==> src/rtl/display_arbiter.sv <==
// Fixed-priority, hold-protected owner arbiter for the 8-digit display driver.
// Optional blink gating is enabled with `define DISPLAY_BLINK_EN.
module display_arbiter #(
  parameter int CLK_PER_MS = 100000,
  parameter int HOLD_MS    = 250,
  parameter int BLINK_MS   = 500
) (
  input  logic        clock,
  input  logic        reset,
  input  logic [2:0]  req,
  input  logic [47:0] frame0,
  input  logic [47:0] frame1,
  input  logic [47:0] frame2,
  input  logic [2:0]  blink,
  output logic [2:0]  gnt,
  output logic [5:0]  d1,
  output logic [5:0]  d2,
  output logic [5:0]  d3,
  output logic [5:0]  d4,
  output logic [5:0]  d5,
  output logic [5:0]  d6,
  output logic [5:0]  d7,
  output logic [5:0]  d8
);

  localparam int MW = $clog2(CLK_PER_MS + 1);
  localparam int HW = $clog2(HOLD_MS + 1);

  typedef enum logic {IDLE, GRANT} state_t;

  state_t        state, state_nxt;
  logic [2:0]    gnt_nxt;
  logic [MW-1:0] ms_cnt;
  logic          ms_tick;
  logic [HW-1:0] hold_cnt, hold_nxt;
  logic          hold_ok;
  logic [47:0]   frame_sel;
  logic [47:0]   frame_out;
  logic          dim;

  function automatic logic [2:0] pick(input logic [2:0] r);
    logic [2:0] g;
    g = 3'b000;
    if (r[0])      g = 3'b001;
    else if (r[1]) g = 3'b010;
    else if (r[2]) g = 3'b100;
    return g;
  endfunction

  assign ms_tick = (ms_cnt == MW'(CLK_PER_MS - 1));
  assign hold_ok = (hold_cnt == HW'(HOLD_MS));

  always_ff @(posedge clock or negedge reset) begin
    if (!reset) ms_cnt <= '0;
    else if (ms_tick) ms_cnt <= '0;
    else ms_cnt <= ms_cnt + 1'b1;
  end

  always_ff @(posedge clock or negedge reset) begin
    if (!reset) begin
      state    <= IDLE;
      gnt      <= 3'b000;
      hold_cnt <= '0;
    end else begin
      state    <= state_nxt;
      gnt      <= gnt_nxt;
      hold_cnt <= hold_nxt;
    end
  end

  always_comb begin
    state_nxt = state;
    gnt_nxt   = gnt;
    hold_nxt  = hold_cnt;
    if (ms_tick && !hold_ok) hold_nxt = hold_cnt + 1'b1;
    unique case (state)
      IDLE: begin
        if (|req) begin
          state_nxt = GRANT;
          gnt_nxt   = pick(req);
          hold_nxt  = '0;
        end
      end
      GRANT: begin
        if (~|(req & gnt)) begin
          hold_nxt = '0;
          gnt_nxt  = pick(req);
          if (~|req) state_nxt = IDLE;
        end else if (|(req & (gnt - 3'd1)) && hold_ok) begin
          // one-hot minus one masks exactly the higher-priority clients
          gnt_nxt  = pick(req);
          hold_nxt = '0;
        end
      end
      default: begin
        state_nxt = IDLE;
        gnt_nxt   = 3'b000;
        hold_nxt  = '0;
      end
    endcase
  end

  always_comb begin
    frame_sel = '0;
    case (1'b1)
      gnt[0]:  frame_sel = frame0;
      gnt[1]:  frame_sel = frame1;
      gnt[2]:  frame_sel = frame2;
      default: frame_sel = '0;
    endcase
  end

`ifdef DISPLAY_BLINK_EN
  localparam int BW = $clog2(BLINK_MS + 1);

  logic          phase;
  logic [BW-1:0] blink_cnt;

  always_ff @(posedge clock or negedge reset) begin
    if (!reset) begin
      phase     <= 1'b1;
      blink_cnt <= '0;
    end else if (gnt_nxt != gnt) begin
      phase     <= 1'b1;
      blink_cnt <= '0;
    end else if (ms_tick) begin
      if (blink_cnt == BW'(BLINK_MS - 1)) begin
        blink_cnt <= '0;
        phase     <= ~phase;
      end else begin
        blink_cnt <= blink_cnt + 1'b1;
      end
    end
  end

  assign dim = (|(blink & gnt)) & ~phase;
`else
  logic unused_blink;
  assign unused_blink = ^blink;
  assign dim = 1'b0;
`endif

  always_comb begin
    frame_out = frame_sel;
    if (dim)
      for (int i = 0; i < 8; i++) frame_out[6*i+5] = 1'b0;
  end

  always_ff @(posedge clock or negedge reset) begin
    if (!reset) {d1, d2, d3, d4, d5, d6, d7, d8} <= '0;
    else {d1, d2, d3, d4, d5, d6, d7, d8} <= frame_out;
  end

endmodule

==> config.mk <==
export PLATFORM = sky130hd
export DESIGN_NAME = display_arbiter
export DESIGN_NICKNAME = d
export VERILOG_FILES = /design/src/rtl/display_arbiter.sv
export SDC_FILE = /design/constraint.sdc
export NUM_CORES = 1
export LEC_CHECK = 0
export BUFFER_PORTS_ARGS = -buffer_cell sky130_fd_sc_hd__buf_2
export CORE_AREA = 2 2 92 94
export CTS_BUF_LIST = sky130_fd_sc_hd__clkbuf_2 sky130_fd_sc_hd__clkbuf_4 sky130_fd_sc_hd__clkbuf_8
export DETAILED_ROUTE_END_ITERATION = 7
export DIE_AREA = 0 0 94 96
export GPL_TIMING_DRIVEN = 0
export HOLD_SLACK_MARGIN = 0.02
export PLACE_DENSITY = 0.87
export SLEW_MARGIN = 30
export SYNTH_ARGS = -nofsm -noshare
export SYNTH_HDL_FRONTEND = slang
export SYNTH_SLANG_ARGS = --single-unit
==> constraint.sdc <==
create_clock -name clock -period 2.84 [get_ports clock]
set_input_delay 0 -clock clock [delete_from_list [all_inputs] [get_ports clock]]
set_output_delay 0 -clock clock [all_outputs]
set_load 0.01 [all_outputs]
==> flow_metrics.py, run 1 <==
metrics = {
    "cells_and_area": {
        "antenna_cells": 0,
        "syn2layout_area_growth_pct": 65.9,
        "nets": 818,
        "fillers": 535,
        "final_util_pct": 72.8,
        "final_cells": 772,
        "final_layout_size_suffix_gt1_share_pct": 34.3,
    },
    "flow_run": {
        "cap_violations": 0,
    },
    "hold_path": {
        "hp-start": "frame2[8]",
        "holdPathStages": 3,
        "hold_class": "in -> reg",
        "holdPathEnd": "d7[2]",
    },
    "worst_setup_path": {
        "r2r_cells": 7,
        "critPathKind": "reg -> reg",
        "crit_fanout": 10,
        "rr_endpoint": "d1[4]",
        "rr_startpoint": "gnt[1]",
        "slowest_delay_ps": 620,
        "crit_path_start_kind": "register",
        "crit_start": "gnt[1]",
        "cp_slowest_cell": "dlygate4sd3_1",
        "cpMostUsedCell": "clkbuf_2",
        "critPathArrivalTime_ps": 2950,
        "path_cells": "clkbuf_1, nor2b_1, clkbuf_2, clkbuf_2, a22oi_1, o21ai_0, dlygate4sd3_1",
        "cp-end-kind": "register",
        "critPathRequiredTime_ps": 3120,
        "r2r_slack_ps": 180,
    },
    "timing": {
        "finClkSkew_ps": 13.7,
        "final-max-slew-violation-count": 0,
        "fin_crit_ps": 2660,
        "fmax_mhz": 376,
        "tns_ps": 0,
        "slew_headroom_pct": 62.5,
        "setup_viol": 0,
        "rsz0062_at_grt": "false",
        "fin_crit_sh_pct": 93.7,
        "tightest_slew_ps": 562,
        "hold_viol_final": 0,
    },
    "die": {
        "placementRows": 33,
        "die-area_mm2": 0.00902,
        "pin_count": 203,
        "dieWidth_um": 94,
        "fp.dieH_um": 96,
        "fp.coreArea_mm2": 0.00805,
        "initial_core_util_pct": 43.9,
    },
    "synthesis": {
        "synth_cells": 355,
        "synth_edf_count": 0,
        "synthesis.area_mm2": 0.00353,
        "synthTopCellsByCount": "dfrtp_1, nand2_1, o21ai_0",
        "synth_area_leader_cell": "dfrtp_1",
        "ys.flop_type": "dfrtp_1",
        "synth_top_area_share_pct": 54.6,
        "yosysSeqAreaShare_pct": 54.6,
        "async_reset_ff_share_pct": 100,
        "ys_seq_elements": 77,
        "avgSynthCellArea_um2": 9.95,
        "ys_warn_count": 0,
        "synth_area_leaders": "dfrtp_1, a22oi_1, o21ai_0, nand2_1, xnor2_1",
        "synth.most_common_cell": "dfrtp_1",
        "syn-num-nets": 511,
        "ys_types": 37,
    },
    "placed_design": {
        "placed_cells": 660,
        "hpwl_um": 8200,
        "place.gp.congestion": 0.880,
        "io_buffers": 199,
    },
    "routing": {
        "drt_iter0_markers": 264,
        "routed_wl_um": 13500,
        "final_antenna_net_count": 0,
        "dr.pass1.iters": 6,
        "vias": 4160,
        "viasPerCell": 5.39,
        "wl_per_cell_um": 17.4,
        "drc": 0,
    },
    "grt": {
        "grt_pass1_vias": 4262,
        "antenna_found_initial": 0,
        "grt_use_total_pct": 29.5,
        "grt_pass1_wl_um": 20300,
        "grt_max_degree": 54,
        "overflow": 0,
    },
    "clock_network": {
        "clk_latency_ps": 350,
        "htreeDepth": 3,
        "clk_pin_slew_ps": 90,
        "cts_buffers": 9,
        "post-cts-setup-buffers": 0,
        "clk_path_buf_depth": 2,
        "clockRootBuffer": "clkbuf_8",
        "cts_sinks": 77,
        "cts_tree": "yes",
    },
    "power_and_ir_drop": {
        "powerDensity_mw_per_mm2": 535,
        "power_leakage_nw": 2.89,
        "peakVddDrop_mv": 0.311,
    },
    "status": {
        "status": "finished, final reports clean",
    },
}
-- critical path: cells and delay by family, from the launching register on --
kind            cells  cell delay (ps)
flops               1              380
simple gates        1              360
buf+inv             4             1470
compound gates      2              380
-- through the flow --
stage                     hold slack (ps)  worst slack [ps]  total power [mW]  instance area, um2
after floorplan                      -296               306              1.65                3530
after global placement                206              -267              2.01                4660
after detailed placement            -63.5              -324              2.04                4690
after CTS                            23.9               104              3.08                5850
after global routing                 37.5              59.4              3.28                5860
final                                43.3               178              3.13                5860
-- sequential cells by signal (all words and copies together), names as in the netlist --
| signal | flops |
|---|---|
| d1 | 6 |
| d2 | 6 |
| d3 | 6 |
| d4 | 6 |
| d5 | 6 |
| d6 | 6 |
| d7 | 6 |
| d8 | 6 |
| gnt | 3 |
| hold_cnt | 8 |
| ms_cnt | 17 |
| state | 1 |
-- final cells by class --
| class | instances | area, um2 | share of cell area, % |
|---|---|---|---|
| Tap cell | 105 | 131 | 2.24 |
| Clock buffer | 10 | 131 | 2.24 |
| Inverter | 6 | 22.5 | 0.384 |
| Sequential cell | 77 | 1930 | 32.9 |
| Timing Repair Buffer | 297 | 2000 | 34.1 |
| Clock inverter | 6 | 63.8 | 1.09 |
| Buffer | 23 | 95.1 | 1.62 |
| Multi-Input combinational cell | 248 | 1490 | 25.5 |
-- report_power, final --
| group | internal, mW | switching [mW] | total, mW |
|---|---|---|---|
| Clock | 0.414 | 0.415 | 0.829 |
| Combinational | 0.493 | 0.533 | 1.03 |
| Sequential | 1.23 | 0.0450 | 1.28 |
-- metal layers --
layer | vias up | GRT usage [%] | share of wire (%)
li1 | 1866 | - | -
met1 | 1978 | 34.3 | 36
met2 | 262 | 51.8 | 53
met3 | 54 | 6.89 | 7.2
met4 | 0 | 14.0 | 3.5
met5 | - | 0 | 0
-- how the worst max path moves through the flow --
stage          depth (start not counted)  slack, ps     end
2_1_floorplan                         10        310  gnt[0]
3_3_place_gp                          10       -270  gnt[0]
3_5_place_dp                          10       -320  gnt[0]
4_1_cts                                7        100   d3[1]
5_1_grt                                9         60  gnt[0]
6_report                               7        180   d1[4]
-- what timing repair did --
item                                    in CTS  in global routing
hold endpoints to repair                   128                  0
endpoints found under the setup margin      11                 21
hold buffers                                97                  0
resized for setup                            1                  8
-- layout by cell type (no fill, tap or decap), drive strengths merged, types with 2 or more instances in the layout --
master,count
and2,2
or3,4
clkinvlp,2
nor3,2
dfrtp,77
o21ai,50
xor2,10
a222oi,2
inv,6
and3,3
and4,4
ha,4
nor2b,3
dlygate4sd3,97
nand4,3
nand3,9
clkinv,3
xnor2,11
a22oi,48
nand2,61
nor2,18
buf,201
clkbuf,32
nor4,3
a21oi,3
-- kinds of logic after synthesis --
| group | count (synthesis) | share of synthesized area [%] |
|---|---|---|
| DFF | 77 | 54.6 |
| adders and majority gates | 4 | 1.42 |
| AOI/OAI and AO/OA | 106 | 19.1 |
| and+or+nand+nor | 115 | 15.9 |
| buffers and inverters | 30 | 3.22 |
| muxes | 2 | 0.602 |
| xor gates and xnor gates | 21 | 5.21 |
(Power assumes the default switching activity.)
==> run 2: changes to the inputs <==
--- a/config.mk
+++ b/config.mk
@@ -5,7 +5,7 @@
 export SDC_FILE = /design/constraint.sdc
 export NUM_CORES = 1
 export LEC_CHECK = 0
-export BUFFER_PORTS_ARGS = -buffer_cell sky130_fd_sc_hd__buf_2
+export BUFFER_PORTS_ARGS = -buffer_cell sky130_fd_sc_hd__buf_4
 export CORE_AREA = 2 2 92 94
 export CTS_BUF_LIST = sky130_fd_sc_hd__clkbuf_2 sky130_fd_sc_hd__clkbuf_4 sky130_fd_sc_hd__clkbuf_8
 export DETAILED_ROUTE_END_ITERATION = 7
==> run 2 against run 1 <==
Compared with the run above: final cell count is 0.26% lower; combinational power rose by 13%; largest cell class unchanged; critical path type unchanged; sequential power about the same; sequential share of layout area shrank 2.7 points; worst hold slack got worse by 29 ps.
==> flow_metrics.py, run 2 (synthesized netlist as in run 1, its figures left out) <==
metrics = {
    "routing": {
        "routed_wl_um": 14700,
        "wl_per_cell_um": 19.1,
        "dr.pass1.iters": 5,
        "drt_iter0_markers": 278,
        "drc": 0,
        "viasPerCell": 5.48,
        "vias": 4220,
        "final_antenna_net_count": 0,
    },
    "timing": {
        "hold_slack_ps": 14.3,
        "hold_viol_final": 0,
        "fmax_mhz": 389,
        "finClkSkew_ps": 8.25,
        "rsz0062_at_grt": "false",
        "fin_crit_ps": 2570,
        "slew_headroom_pct": 53.7,
        "setup_slack_ps": 270,
        "tns_ps": 0,
        "final-max-slew-violation-count": 0,
        "setup_viol": 0,
        "tightest_slew_ps": 694,
        "fin_crit_sh_pct": 90.5,
    },
    "cells_and_area": {
        "layout_common_cells": "buf_4, dlygate4sd3_1, dfrtp_1, nand2_1, o21ai_0",
        "fillers": 450,
        "reg_top3": "ms_cnt x17, hold_cnt x8",
        "largest_reg_flops": 17,
        "final_cells": 770,
        "antenna_cells": 0,
        "final_common_cell": "buf_4",
        "top_register": "ms_cnt",
        "syn2layout_area_growth_pct": 81.0,
        "nets": 816,
        "final_layout_size_suffix_gt1_share_pct": 34.1,
    },
    "worst_setup_path": {
        "cp-end-kind": "register",
        "critPathArrivalTime_ps": 2800,
        "crit_fanout": 19,
        "critPathRequiredTime_ps": 3070,
        "critPathKind": "reg -> reg",
        "crit_path_start_kind": "register",
    },
    "die": {
        "initial_core_util_pct": 43.9,
        "fp.dieH_um": 96,
        "die-area_mm2": 0.00902,
        "placementRows": 33,
        "fp.coreArea_mm2": 0.00805,
        "pin_count": 203,
        "dieWidth_um": 94,
    },
    "clock_network": {
        "clk_pin_slew_ps": 80,
        "post-cts-setup-buffers": 0,
        "cts_buffers": 9,
        "clk_latency_ps": 340,
        "clk_path_buf_depth": 2,
        "cts_tree": "yes",
        "cts_sinks": 77,
        "clockRootBuffer": "clkbuf_8",
        "htreeDepth": 3,
    },
    "placed_design": {
        "io_buffers": 199,
        "placed_cells": 659,
        "place.gp.congestion": 0.861,
        "hpwl_um": 8480,
        "preCtsSetupSlack_ps": -382,
    },
    "power_and_ir_drop": {
        "peakVddDrop_mv": 0.343,
        "power_leakage_nw": 3.07,
        "powerDensity_mw_per_mm2": 552,
    },
    "grt": {
        "overflow": 0,
        "grt_use_total_pct": 32.3,
        "grt_max_degree": 78,
        "antenna_found_initial": 0,
        "grt_pass1_vias": 4460,
        "grt_pass1_wl_um": 22100,
    },
    "flow_run": {
        "cap_violations": 0,
    },
    "hold_path": {
        "hold_class": "in -> reg",
    },
    "status": {
        "status": "finished, final reports clean",
    },
}
## run 2: power by group
part	switching (mW)	leakage [nW]	internal, mW
clock	0.412	0.133	0.667
combinational	0.543	1.95	0.618
sequential	0.0599	0.987	1.23
total	1.01	3.07	2.52
## run 2: layout make-up
cell class	count	area, um2	share of cell area (%)
timing repair buffer	296	2470	38.6
sequential	77	1930	30.1
multi-input combinational	248	1490	23.3
clock buffer	13	173	2.70
tap	105	131	2.05
clock inverter	3	90.1	1.41
buffer	22	90.1	1.41
inverter	6	22.5	0.352
## run 2: timing repair
| item | in CTS | in global routing |
|---|---|---|
| gates resized for setup | 1 | 7 |
| hold endpoints to repair | 128 | 0 |
| endpoints found under the setup margin | 11 | 28 |
| pin swaps | 0 | 0 |
| hold buffers | 97 | 0 |
## run 2: worst max-delay path: stages (launching register included)
cell	delay (ps)
dfrtp_1	590
clkbuf_4	390
inv_1	110
ha_1	210
xor2_1	160
a222oi_1	300
or2_1	210
o21ai_2	170
mux2_2	310
## run 2: routing by layer
metal | vias up | routed length [um] | global-route usage (%)
li1 | 1864 | - | -
met4 | 0 | 525 | 14.1
met1 | 2068 | 5240 | 36.4
met2 | 233 | 7960 | 58.3
met3 | 55 | 993 | 7.67
met5 | - | 0 | 0
## run 2: through the flow
step | instance area, um2 | total power, mW | utilization [%]
after floorplan | 3530 | 1.65 | -
after global placement | 5160 | 2.15 | 64.1
after detailed placement | 5160 | 2.18 | 64.1
after CTS | 6390 | 3.46 | 79.3
after global routing | 6390 | 3.66 | 79.4
final | 6390 | 3.53 | 79.4
## run 2: path summary, 6_finish.rpt
| check | slack (ps) | start | cells after the start | to |
|---|---|---|---|---|
| worst max-delay path | 270 | gnt[1] | 8 | gnt[0] |
| worst min-delay path | 10 | frame2[4] | 3 | d8[4] |
| worst max register to register | 270 | gnt[1] | 8 | gnt[0] |
| worst min register to register | 510 | ms_cnt[0] | 1 | ms_cnt[0] |
| max in group asynchronous | 2120 | reset | 2 | hold_cnt[1] |
| min in group asynchronous | 260 | reset | 2 | ms_cnt[12] |
==> run 3: changes to the inputs <==
--- a/config.mk
+++ b/config.mk
@@ -6,12 +6,13 @@
 export NUM_CORES = 1
 export LEC_CHECK = 0
 export BUFFER_PORTS_ARGS = -buffer_cell sky130_fd_sc_hd__buf_4
+export CAP_MARGIN = 5
 export CORE_AREA = 2 2 92 94
 export CTS_BUF_LIST = sky130_fd_sc_hd__clkbuf_2 sky130_fd_sc_hd__clkbuf_4 sky130_fd_sc_hd__clkbuf_8
 export DETAILED_ROUTE_END_ITERATION = 7
 export DIE_AREA = 0 0 94 96
 export GPL_TIMING_DRIVEN = 0
-export HOLD_SLACK_MARGIN = 0.02
+export HOLD_SLACK_MARGIN = 0.1
 export PLACE_DENSITY = 0.87
 export SLEW_MARGIN = 30
 export SYNTH_ARGS = -nofsm -noshare
==> run 3 against run 2 <==
Compared with the run above: worst hold slack improved by 160 ps; fmax increased by 1.5%; sequential share of layout area decreased by 0.15 points; count of clock-buffer cells in the layout unchanged; global-route usage decreased by 0.49 points; via count increased by 0.76%; sequential power about the same; power about the same; setup slack improved by 39 ps; final cell count increased by 0.52%; largest power group unchanged.
==> flow_metrics.py, run 3 (synthesized netlist as in run 1, its figures left out) <==
metrics = {
    "status": {
        "status": "finished, final reports clean",
    },
    "grt": {
        "grt_pass1_vias": 4419,
        "overflow": 0,
        "grt_use_total_pct": 31.8,
        "grt_pass1_wl_um": 21800,
        "grt_max_degree": 78,
        "antenna_found_initial": 0,
    },
    "placed_design": {
        "preCtsSetupSlack_ps": -382,
        "place.gp.congestion": 0.861,
        "io_buffers": 199,
        "postPlaceCellArea_mm2": 0.00516,
        "hpwl_um": 8480,
        "placed_cells": 659,
    },
    "timing": {
        "hold_viol_final": 0,
        "final-max-slew-violation-count": 0,
        "fin_crit_sh_pct": 89.1,
        "hold_slack_ps": 172,
        "tns_ps": 0,
        "fin_crit_ps": 2530,
        "fmax_mhz": 395,
        "slew_headroom_pct": 54.1,
        "tightest_slew_ps": 688,
        "finClkSkew_ps": 11.9,
        "setup_viol": 0,
        "rsz0062_at_grt": "false",
        "setup_slack_ps": 309,
    },
    "die": {
        "placementRows": 33,
        "die-area_mm2": 0.00902,
        "initial_core_util_pct": 43.9,
        "fp.dieH_um": 96,
        "dieWidth_um": 94,
        "fp.coreArea_mm2": 0.00805,
        "pin_count": 203,
    },
    "clock_network": {
        "clk_pin_slew_ps": 80,
        "cts_buffers": 9,
        "clockRootBuffer": "clkbuf_8",
        "htreeDepth": 3,
        "clk_latency_ps": 340,
        "clk_path_buf_depth": 2,
        "cts_sinks": 77,
        "cts_tree": "yes",
    },
    "routing": {
        "drc": 0,
        "wl_per_cell_um": 19.0,
        "final_antenna_net_count": 0,
        "routed_wl_um": 14700,
        "dr.pass1.iters": 5,
        "drt_iter0_markers": 288,
        "viasPerCell": 5.49,
        "vias": 4252,
    },
    "hold_path": {
        "holdPathEnd": "d8[1]",
        "holdPathStages": 3,
        "hp-start": "frame1[1]",
        "hold_class": "in -> reg",
    },
    "cells_and_area": {
        "layout_common_cells": "buf_4, dlygate4sd3_1, dfrtp_1, nand2_1, o21ai_0",
        "final_cells": 774,
        "syn2layout_area_growth_pct": 81.9,
        "reg_top3": "ms_cnt x17, hold_cnt x8",
        "final_area_mm2": 0.00643,
        "top_register": "ms_cnt",
        "largest_reg_flops": 17,
        "final_layout_size_suffix_gt1_share_pct": 34.0,
        "final_util_pct": 79.8,
        "final_common_cell": "buf_4",
        "nets": 819,
    },
    "worst_setup_path": {
        "critPathKind": "reg -> reg",
        "critPathArrivalTime_ps": 2760,
        "r2r_slack_ps": 310,
        "r2r_cells": 8,
        "path_buf_inv": 2,
        "cp-end-kind": "register",
        "cp_slowest_cell": "dfrtp_1",
        "slowest_delay_ps": 570,
        "crit_family": "flip-flops",
        "rr_startpoint": "gnt[1]",
        "crit_path_start_kind": "register",
        "path_cells": "clkbuf_4, inv_1, ha_1, xor2_1, a222oi_1, or2_1, o21ai_2, mux2_2",
        "rr_endpoint": "gnt[0]",
        "crit_fanout": 19,
        "critPathRequiredTime_ps": 3070,
    },
    "power_and_ir_drop": {
        "power_leakage_nw": 3.08,
        "powerDensity_mw_per_mm2": 550,
        "peakVddDrop_mv": 0.329,
        "power_mw": 3.53,
    },
    "flow_run": {
        "cap_violations": 0,
    },
}
## run 3: changes by cell type in the layout (fill, tap and decap cells not counted)
cell           change
clkbuf_1           +1
diode_2            +1
buf_1              -1
dlygate4sd3_1      +3
## run 3: worst register-to-register path: cells and delay by family, from the launching register on
family                   cells  cell delay, ps
flip-flops                   1             570
AND/OR/NAND/NOR              1             210
XOR/XNOR                     1             160
multiplexers                 1             310
buffers and inverters        2             510
adder cells (fa/ha/maj)      1             210
AO/OA/AOI/OAI                2             470
## run 3: area by class of cell
type	instances	area, um2
multi-input cells	248	1490
fillers	463	1630
clock inverters	3	90.1
well taps	105	131
repair buffers	299	2500
diodes	1	2.50
inverters	6	22.5
flip-flops and latches	77	1930
clock buffers	13	173
plain buffers	22	90.1
## run 3: routing by layer
| metal | vias up | track usage [%] | part of all wire [%] |
|---|---|---|---|
| met2 | 253 | 57.1 | 54 |
| met3 | 55 | 8.77 | 8.1 |
| li1 | 1875 | - | - |
| met4 | 0 | 14.9 | 3.9 |
| met1 | 2069 | 35.0 | 34 |
| met5 | - | 0 | 0 |
## run 3: worst max-delay path by stage
| stage | startpoint | to | slack, ps | cells past startpoint |
|---|---|---|---|---|
| final | gnt[1] | gnt[0] | 310 | 8 |
| after global routing | gnt[1] | gnt[0] | 130 | 8 |
| after CTS | gnt[1] | gnt[0] | 60 | 9 |
| after detailed placement | gnt[1] | gnt[0] | -380 | 10 |
| after global placement | gnt[1] | gnt[0] | -240 | 10 |
| after floorplan | gnt[1] | gnt[0] | 310 | 10 |
## run 3: power by group
part | internal, mW | leakage [nW] | switching [mW]
Combinational | 0.628 | 1.96 | 0.543
Sequential | 1.23 | 0.987 | 0.0622
Clock | 0.667 | 0.133 | 0.399
## run 3: timing repair
action,in CTS,in global routing
setup buffers,0,0
hold endpoints to repair,129,0
resized for setup,1,6
endpoints found under the setup margin,11,24
gates cloned,0,0
hold buffers,100,0
